$ cat config.mk
export PLATFORM = sky130hd
export DESIGN_NAME = bcd_countdown_timer
export DESIGN_NICKNAME = d
export VERILOG_FILES = /design/src/rtl/bcd_countdown_timer.sv
export SDC_FILE = /design/constraint.sdc
export NUM_CORES = 1
export LEC_CHECK = 0
export BUFFER_PORTS_ARGS = -buffer_cell sky130_fd_sc_hd__buf_2
export CORE_UTILIZATION = 25
export CTS_BUF_LIST = sky130_fd_sc_hd__clkbuf_16
export DETAILED_ROUTE_END_ITERATION = 16
export PLACE_DENSITY_LB_ADDON = 0.15
export RECOVER_POWER = 25
export SLEW_MARGIN = 20
export SYNTH_ARGS = -nofsm -noshare
export SYNTH_HDL_FRONTEND = slang
export SYNTH_SLANG_ARGS = --single-unit
$ cat constraint.sdc
create_clock -name clk -period 1.63 [get_ports clk]
set_input_delay 0 -clock clk [delete_from_list [all_inputs] [get_ports clk]]
set_output_delay 0 -clock clk [all_outputs]
set_load 0.01 [all_outputs]
$ cat src/rtl/bcd_countdown_timer.sv
// rtl/bcd_countdown_timer.sv - two-digit BCD countdown timer; optional low-time warning via TIMER_WARN_EN
module bcd_countdown_timer #(
    parameter logic [3:0] PRESET_TENS = 4'd6,
    parameter logic [3:0] PRESET_ONES = 4'd0
) (
    input  logic       clk,
    input  logic       reset,
    input  logic       one_sec_in,
    input  logic       start,
    input  logic       pause,
    input  logic       load,
    input  logic [7:0] load_value,
    output logic [3:0] tens,
    output logic [3:0] ones,
    output logic       running,
    output logic       time_up,
    output logic       expire_pulse,
    output logic       warn
);

    localparam logic [1:0] IDLE    = 2'd0;
    localparam logic [1:0] RUN     = 2'd1;
    localparam logic [1:0] PAUSED  = 2'd2;
    localparam logic [1:0] EXPIRED = 2'd3;

    logic [1:0] state, state_nxt;
    logic [3:0] tens_nxt, ones_nxt;
    logic       pulse_nxt;
    logic       value_zero;

    function automatic logic [3:0] clamp9(input logic [3:0] d);
        return (d > 4'd9) ? 4'd9 : d;
    endfunction

    assign value_zero = (tens == 4'd0) && (ones == 4'd0);

    always_comb begin
        state_nxt = state;
        tens_nxt  = tens;
        ones_nxt  = ones;
        pulse_nxt = 1'b0;
        if (load) begin
            tens_nxt  = clamp9(load_value[7:4]);
            ones_nxt  = clamp9(load_value[3:0]);
            state_nxt = IDLE;
        end else if (pause) begin
            if (state == RUN)
                state_nxt = PAUSED;
        end else if (start) begin
            if (state == IDLE || state == PAUSED) begin
                if (value_zero) begin
                    state_nxt = EXPIRED;
                    pulse_nxt = 1'b1;
                end else begin
                    state_nxt = RUN;
                end
            end
        end else if (one_sec_in && state == RUN) begin
            // A zero value in RUN is unreachable; treat it as expiry rather than wrapping.
            if (value_zero || (tens == 4'd0 && ones == 4'd1)) begin
                tens_nxt  = 4'd0;
                ones_nxt  = 4'd0;
                state_nxt = EXPIRED;
                pulse_nxt = 1'b1;
            end else if (ones != 4'd0) begin
                ones_nxt = ones - 4'd1;
            end else begin
                ones_nxt = 4'd9;
                tens_nxt = tens - 4'd1;
            end
        end
    end

    always_ff @(posedge clk or posedge reset) begin
        if (reset) begin
            state        <= IDLE;
            tens         <= PRESET_TENS;
            ones         <= PRESET_ONES;
            running      <= 1'b0;
            time_up      <= 1'b0;
            expire_pulse <= 1'b0;
        end else begin
            state        <= state_nxt;
            tens         <= tens_nxt;
            ones         <= ones_nxt;
            running      <= (state_nxt == RUN);
            time_up      <= (state_nxt == EXPIRED);
            expire_pulse <= pulse_nxt;
        end
    end

`ifdef TIMER_WARN_EN
    always_ff @(posedge clk or posedge reset) begin
        if (reset)
            warn <= 1'b0;
        else
            warn <= (state_nxt == RUN || state_nxt == PAUSED) &&
                    (tens_nxt == 4'd0) && (ones_nxt != 4'd0);
    end
`else
    assign warn = 1'b0;
`endif

endmodule

==> results of run 1 <==
==> layer usage <==
metal | part of all wire, % | track usage [%] | wire length, um | up-vias
met3 | 5.0 | 3.68 | 140 | 0
met5 | 0 | 0 | 0 | -
met2 | 51 | 24.9 | 1410 | 33
met4 | 0 | 2.62 | 0 | 0
met1 | 44 | 19.6 | 1240 | 477
li1 | - | - | - | 488
==> registers in the layout, summed over array words and instances (netlist names) <==
signal and flops:
state 2, ones 4, running 1, time_up 1
expire_pulse 1, tens 4
==> worst paths after layout <==
path	to	slack, ns	startpoint	cells past startpoint
hold reg to reg	tens[1]$_DFFE_PP1P_	0.65	tens[1]$_DFFE_PP1P_	2
max in group asynchronous	ones[0]$_DFFE_PP0P_	0.91	reset	3
hold / removal	tens[2]$_DFFE_PP1P_	0.03	load_value[6]	3
setup / recovery	tens[0]$_DFFE_PP0P_	-0.16	tens[0]$_DFFE_PP0P_	6
min in group asynchronous	time_up$_DFF_PP0_	0.34	reset	3
setup reg to reg	tens[0]$_DFFE_PP0P_	-0.16	tens[0]$_DFFE_PP0P_	6
==> critical path, cell delays in order, from the launching register on <==
cell                      delay, ns
sky130_fd_sc_hd__dfrtp_1       0.38
sky130_fd_sc_hd__inv_2         0.07
sky130_fd_sc_hd__ha_4          0.11
sky130_fd_sc_hd__or3b_4        0.40
sky130_fd_sc_hd__o31ai_4       0.36
sky130_fd_sc_hd__a21oi_2       0.05
sky130_fd_sc_hd__o32a_1        0.29
==> repair_timing <==
item / CTS / global route
hold endpoints to repair: 12 / 0
endpoints found under the setup margin: 10 / 10
pin swaps: 8 / 11
gates resized for setup: 13 / 20
hold buffers: 2 / 0
buffers inserted: 4 / 5
==> synthesized netlist by cell type (3+ instances only) <==
cell / instances / area, sq um
sky130_fd_sc_hd__inv_1: 12 / 45.0
sky130_fd_sc_hd__dfrtp_1: 11 / 275
sky130_fd_sc_hd__a21oi_1: 10 / 50.1
sky130_fd_sc_hd__nor2_1: 7 / 26.3
sky130_fd_sc_hd__o21ai_0: 5 / 25.0
sky130_fd_sc_hd__ha_1: 4 / 50.1
sky130_fd_sc_hd__nand2_1: 4 / 15.0
sky130_fd_sc_hd__a31oi_1: 3 / 18.8
sky130_fd_sc_hd__nor3_1: 3 / 15.0
==> per-stage QoR <==
step	utilization, %	instances	setup WS (ns)
global route	46.2	205	-0.237
detailed placement	37.1	190	-0.170
global placement	37.1	190	-0.127
floorplan	-	102	-0.149
CTS	42.3	200	-0.172
finish	46.2	205	-0.163
==> cell type report <==
| cell class | instances | area (sq um) | share of cell area, % |
|---|---|---|---|
| timing repair buffer | 55 | 389 | 24.9 |
| multi-input combinational | 75 | 663 | 42.4 |
| clock inverter | 1 | 3.75 | 0.240 |
| inverter | 12 | 47.5 | 3.04 |
| tap | 46 | 57.6 | 3.68 |
| sequential | 13 | 329 | 21.0 |
| clock buffer | 3 | 75.1 | 4.80 |
==> report_power, final <==
group	internal, uW	switching, uW
sequential	367	34.3
combinational	316	289
clock	324	141
total	1010	464
==> logic make-up (layout without fill, tap and decap cells) <==
group | count (synthesis) | after routing | synth area share, %
AO/OA/AOI/OAI | 36 | 36 | 28.5
buffers and inverters | 14 | 71 | 6.22
flip-flops | 13 | 13 | 36.2
other | 1 | 1 | 0.415
adder cells (fa/ha/maj) | 4 | 4 | 5.53
multiplexers | 1 | 1 | 1.11
AND/OR/NAND/NOR | 33 | 33 | 22.0
==> flow_results.xml, run 1 <==
<?xml version="1.0" encoding="UTF-8"?>
<metrics>
  <group name="status">
    <metric name="status" unit="">finished with violations</metric>
    <metric name="failing_checks" unit="">setup timing</metric>
  </group>
  <group name="flow_run">
    <metric name="maxCapViolCount" unit="">0</metric>
  </group>
  <group name="floorplan">
    <metric name="initial_utilization" unit="%">26.7</metric>
    <metric name="die_footprint" unit="sq mm">0.00386</metric>
    <metric name="core.rowCount" unit="">21</metric>
    <metric name="placeableCoreArea" unit="sq mm">0.00339</metric>
    <metric name="die_height" unit="um">62.2</metric>
    <metric name="io_pins" unit="">26</metric>
    <metric name="chipWidth" unit="um">62.2</metric>
  </group>
  <group name="logic_synthesis">
    <metric name="synthesis.instances" unit="">102</metric>
    <metric name="ys_seq_area_share" unit="%">36.2</metric>
    <metric name="synthArstFlopShare" unit="%">100</metric>
    <metric name="postSynthAreaPerCell" unit="sq um">8.87</metric>
    <metric name="post_synthesis_register_bit_count" unit="">13</metric>
    <metric name="count_of_flip_flops_with_a_built_in_enable_after_synthesis" unit="">0</metric>
    <metric name="postSynth.topFlopCell" unit="">sky130_fd_sc_hd__dfrtp_1</metric>
    <metric name="synth_nets" unit="">120</metric>
    <metric name="synth_cell_types" unit="">43</metric>
    <metric name="synth_area" unit="sq um">905</metric>
    <metric name="synth-warning-count" unit="">0</metric>
  </group>
  <group name="power">
    <metric name="power_density" unit="mW/mm^2">940</metric>
    <metric name="vdd_ir_drop_max" unit="mV">0.549</metric>
    <metric name="cellLeakagePower" unit="uW">0.000718</metric>
    <metric name="sum_of_internal_switching_and_leakage_power" unit="uW">1470</metric>
  </group>
  <group name="sta">
    <metric name="setup_viol" unit="">8</metric>
    <metric name="post_route_setup_tns" unit="ns">-0.835</metric>
    <metric name="fmax" unit="GHz">0.558</metric>
    <metric name="timing.final.ws_setup" unit="ns">-0.163</metric>
    <metric name="layout_min_cycle_time" unit="ns">1.79</metric>
    <metric name="worst-slew-pin-transition" unit="ns">0.535</metric>
    <metric name="fin_crit_sh" unit="%">110</metric>
    <metric name="timing_max_transition_violations_final" unit="">0</metric>
    <metric name="grt_setup_unrepaired" unit="">true</metric>
    <metric name="final-hold-violation-count" unit="">0</metric>
    <metric name="timing.clock.skew" unit="ns">0.00109</metric>
    <metric name="slew-limit-headroom" unit="%">64.3</metric>
    <metric name="whs" unit="ns">0.0280</metric>
  </group>
  <group name="cells_and_area">
    <metric name="mostFrequentLayoutCell" unit="">sky130_fd_sc_hd__buf_4</metric>
    <metric name="fin_area" unit="sq mm">0.00157</metric>
    <metric name="area_growth" unit="%">73.0</metric>
    <metric name="layout-drive-gt1-share" unit="%">51.6</metric>
    <metric name="antennaDiodeCount" unit="">0</metric>
    <metric name="final_net_count" unit="">178</metric>
    <metric name="fillers" unit="">324</metric>
    <metric name="final_cell_mix" unit="">22 x sky130_fd_sc_hd__buf_4, 21 x sky130_fd_sc_hd__buf_2, 10 x sky130_fd_sc_hd__dfrtp_1</metric>
  </group>
  <group name="min_path">
    <metric name="hold_path.class" unit="">primary input to register</metric>
  </group>
  <group name="global_route">
    <metric name="groute.usage.overall" unit="%">14.9</metric>
    <metric name="grt_overflow_total" unit="">0</metric>
    <metric name="first_global_vias" unit="">971</metric>
    <metric name="grt_first_pass_wirelength" unit="mm">4.57</metric>
    <metric name="antenna_violations_before_repair" unit="">0</metric>
    <metric name="grt_start_max_net_pins" unit="">14</metric>
  </group>
  <group name="clock_network">
    <metric name="insertion_delay" unit="ns">0.24</metric>
    <metric name="cts_sinks" unit="">13</metric>
    <metric name="htree_num_levels" unit="">1</metric>
    <metric name="tritoncts" unit="">built</metric>
    <metric name="clock_tree.root_cell" unit="">sky130_fd_sc_hd__clkbuf_16</metric>
    <metric name="clock_tree.buffer_depth" unit="">2</metric>
    <metric name="cts_inserted_buffers" unit="">3</metric>
    <metric name="cts.clk_slew.worst_paths" unit="ns">0.05</metric>
  </group>
  <group name="worst_setup_path">
    <metric name="worstSetupPathType" unit="">register to register</metric>
    <metric name="critical_path.max_fanout" unit="">5</metric>
    <metric name="arrival" unit="ns">1.92</metric>
    <metric name="worst_setup_path_start_kind" unit="">register</metric>
    <metric name="worstSetupEndpointType" unit="">register</metric>
    <metric name="crit_required" unit="ns">1.75</metric>
  </group>
  <group name="place">
    <metric name="numPortBuffers" unit="">24</metric>
    <metric name="place.detailed.hpwl" unit="mm">1.98</metric>
    <metric name="place.gp.congestion" unit="">0.835</metric>
    <metric name="placement.cell_area" unit="sq mm">0.00126</metric>
  </group>
  <group name="routing">
    <metric name="totalWireLength" unit="mm">2.79</metric>
    <metric name="detailed_router_s_first_iteration_violation_count" unit="">42</metric>
    <metric name="vias_post_dr" unit="">998</metric>
    <metric name="wl_per_cell" unit="um">13.6</metric>
    <metric name="drtPass1Iterations" unit="">4</metric>
    <metric name="drtAntennaViolNets" unit="">0</metric>
    <metric name="drt_drc_violations_left" unit="">0</metric>
    <metric name="route.detailed.vias_per_inst" unit="">4.87</metric>
  </group>
</metrics>
Power figures use the tool's default switching activity.
==> run 2: changes to the inputs <==
--- a/config.mk
+++ b/config.mk
@@ -6,6 +6,7 @@
 export NUM_CORES = 1
 export LEC_CHECK = 0
 export BUFFER_PORTS_ARGS = -buffer_cell sky130_fd_sc_hd__buf_2
+export CORE_MARGIN = 1.5
 export CORE_UTILIZATION = 25
 export CTS_BUF_LIST = sky130_fd_sc_hd__clkbuf_16
 export DETAILED_ROUTE_END_ITERATION = 16
==> flow_results.xml, run 2 (synthesis gave the netlist of run 1 again) <==
<?xml version="1.0" encoding="UTF-8"?>
<metrics>
  <group name="sta">
    <metric name="timing.final.ws_setup" unit="ns">-0.131</metric>
    <metric name="slew-limit-headroom" unit="%">63.0</metric>
    <metric name="timing.clock.skew" unit="ns">0.00384</metric>
    <metric name="worst-slew-pin-transition" unit="ns">0.554</metric>
    <metric name="final-hold-violation-count" unit="">0</metric>
    <metric name="fin_crit_sh" unit="%">108</metric>
    <metric name="layout_min_cycle_time" unit="ns">1.76</metric>
    <metric name="timing_max_transition_violations_final" unit="">0</metric>
    <metric name="grt_setup_unrepaired" unit="">true</metric>
    <metric name="fmax" unit="GHz">0.568</metric>
    <metric name="setup_viol" unit="">7</metric>
  </group>
  <group name="floorplan">
    <metric name="die_footprint" unit="sq mm">0.00399</metric>
    <metric name="chipWidth" unit="um">63.2</metric>
    <metric name="die_height" unit="um">63.2</metric>
    <metric name="initial_utilization" unit="%">26.5</metric>
    <metric name="placeableCoreArea" unit="sq mm">0.00342</metric>
    <metric name="io_pins" unit="">26</metric>
    <metric name="core.rowCount" unit="">21</metric>
  </group>
  <group name="cells_and_area">
    <metric name="final_cell_mix" unit="">24 x sky130_fd_sc_hd__buf_4, 20 x sky130_fd_sc_hd__buf_2, 10 x sky130_fd_sc_hd__dfrtp_1</metric>
    <metric name="biggestRegsByFlops" unit="">ones x4, tens x4, state x2</metric>
    <metric name="final_cells" unit="">202</metric>
    <metric name="area_growth" unit="%">62.8</metric>
    <metric name="antennaDiodeCount" unit="">0</metric>
    <metric name="fillers" unit="">363</metric>
    <metric name="layout.area.seq" unit="sq um">329</metric>
    <metric name="mostFrequentLayoutCell" unit="">sky130_fd_sc_hd__buf_4</metric>
    <metric name="final_net_count" unit="">175</metric>
    <metric name="layout-drive-gt1-share" unit="%">48.1</metric>
    <metric name="multi_input_comb_area" unit="sq um">624</metric>
    <metric name="final_core_utilization" unit="%">43.1</metric>
  </group>
  <group name="worst_setup_path">
    <metric name="critical_path.max_fanout" unit="">3</metric>
    <metric name="critPathTopFamily" unit="">simple AND/OR/NAND/NOR gates</metric>
    <metric name="worstSetupEndpointType" unit="">register</metric>
    <metric name="worstSetupPathType" unit="">register to register</metric>
    <metric name="arrival" unit="ns">1.89</metric>
    <metric name="setup.worst_path.start" unit="">ones[1]$_DFFE_PP0P_</metric>
    <metric name="critical_path.slowest_cell" unit="">sky130_fd_sc_hd__or3b_4</metric>
    <metric name="crit_required" unit="ns">1.76</metric>
    <metric name="regToRegStartpoint" unit="">ones[1]$_DFFE_PP0P_</metric>
    <metric name="crit_path_max_cell_delay" unit="ns">0.40</metric>
    <metric name="worst_setup_path_start_kind" unit="">register</metric>
    <metric name="crit_chain" unit="">inv_2 &gt; ha_4 &gt; or3b_4 &gt; o311ai_2 &gt; o211ai_1 &gt; and2_1</metric>
    <metric name="worstPathBufferInverterCount" unit="">1</metric>
  </group>
  <group name="clock_network">
    <metric name="cts_inserted_buffers" unit="">3</metric>
    <metric name="clock_tree.root_cell" unit="">sky130_fd_sc_hd__clkbuf_16</metric>
    <metric name="cts.clk_slew.worst_paths" unit="ns">0.05</metric>
    <metric name="tritoncts" unit="">built</metric>
    <metric name="clock_tree.buffer_depth" unit="">2</metric>
    <metric name="htree_num_levels" unit="">1</metric>
    <metric name="insertion_delay" unit="ns">0.24</metric>
    <metric name="cts_sinks" unit="">13</metric>
  </group>
  <group name="power">
    <metric name="power_density" unit="mW/mm^2">967</metric>
    <metric name="cellLeakagePower" unit="uW">0.000682</metric>
    <metric name="sum_of_internal_switching_and_leakage_power" unit="uW">1420</metric>
    <metric name="vdd_ir_drop_max" unit="mV">0.455</metric>
  </group>
  <group name="place">
    <metric name="place.detailed.hpwl" unit="mm">2.00</metric>
    <metric name="place.gp.congestion" unit="">0.786</metric>
    <metric name="numPortBuffers" unit="">24</metric>
    <metric name="pre_cts_ws" unit="ns">-0.180</metric>
    <metric name="place_inst" unit="">190</metric>
  </group>
  <group name="routing">
    <metric name="totalWireLength" unit="mm">2.83</metric>
    <metric name="drt_drc_violations_left" unit="">0</metric>
    <metric name="wl_per_cell" unit="um">14.0</metric>
    <metric name="vias_post_dr" unit="">1006</metric>
    <metric name="route.detailed.vias_per_inst" unit="">4.98</metric>
    <metric name="drtAntennaViolNets" unit="">0</metric>
    <metric name="detailed_router_s_first_iteration_violation_count" unit="">19</metric>
    <metric name="drtPass1Iterations" unit="">4</metric>
  </group>
  <group name="min_path">
    <metric name="hold_path.class" unit="">primary input to register</metric>
    <metric name="hold_path_startpoint" unit="">load_value[3]</metric>
  </group>
  <group name="global_route">
    <metric name="first_global_vias" unit="">949</metric>
    <metric name="groute.usage.overall" unit="%">14.2</metric>
    <metric name="antenna_violations_before_repair" unit="">0</metric>
    <metric name="grt_start_max_net_pins" unit="">14</metric>
    <metric name="grt_first_pass_wirelength" unit="mm">4.41</metric>
    <metric name="grt_overflow_total" unit="">0</metric>
  </group>
  <group name="flow_run">
    <metric name="maxCapViolCount" unit="">0</metric>
  </group>
  <group name="status">
    <metric name="status" unit="">finished with violations</metric>
    <metric name="failing_checks" unit="">setup timing</metric>
  </group>
</metrics>
[run 2: tightest hold or removal path: cells and delay by family]
family                 cells  cell delay [ns]
and+or+nand+nor            1             0.05
buffers and inverters      1             0.10
AOI/OAI and AO/OA          1             0.08
[run 2: stage by stage]
stage	setup TNS, ns	hold slack [ns]	area, sq um
floorplan	-0.489	-0.125	927
global placement	-0.787	0.0735	1240
detailed placement	-0.871	0.0742	1240
CTS	-0.513	0.0296	1420
global route	-1.25	0.0464	1470
finish	-0.613	0.0298	1470
[run 2: worst paths after layout]
path | cells after the start | end | slack (ns)
worst max-delay path | 6 | running$_DFF_PP0_ | -0.13
worst max register to register | 6 | running$_DFF_PP0_ | -0.13
worst min-delay path | 3 | ones[3]$_DFFE_PP0P_ | 0.03
min in group asynchronous | 3 | tens[0]$_DFFE_PP0P_ | 0.35
max in group asynchronous | 3 | ones[0]$_DFFE_PP0P_ | 0.88
worst min register to register | 2 | tens[0]$_DFFE_PP0P_ | 0.64
[run 2: where the power goes]
group,switching (uW),internal (uW),leakage [uW]
combinational,281,291,0.000479
clock,133,323,0.0000423
sequential,27.9,367,0.000160
[run 2: layout make-up]
class / count / share of cell area, %
Clock buffer: 3 / 5.10
Clock inverter: 1 / 0.255
Inverter: 12 / 3.06
Multi-Input combinational cell: 75 / 42.4
Sequential cell: 13 / 22.3
Tap cell: 46 / 3.91
Timing Repair Buffer: 52 / 22.9
[run 2: metal layers]
metal	GRT usage, %	share of wire (%)	vias up	wire length, um
li1	-	-	482	-
met1	18.9	46	492	1300
met2	22.6	49	28	1380
met3	3.21	3.8	4	109
met4	5.00	1.5	0	42
met5	0	0	-	0
[run 2: timing repair]
item / CTS / global route
setup endpoints to repair: 11 / 12
pin swaps: 13 / 7
gates resized for setup: 12 / 8
buffers inserted: 5 / 2
hold buffers: 2 / 0
hold endpoints to repair: 12 / 0
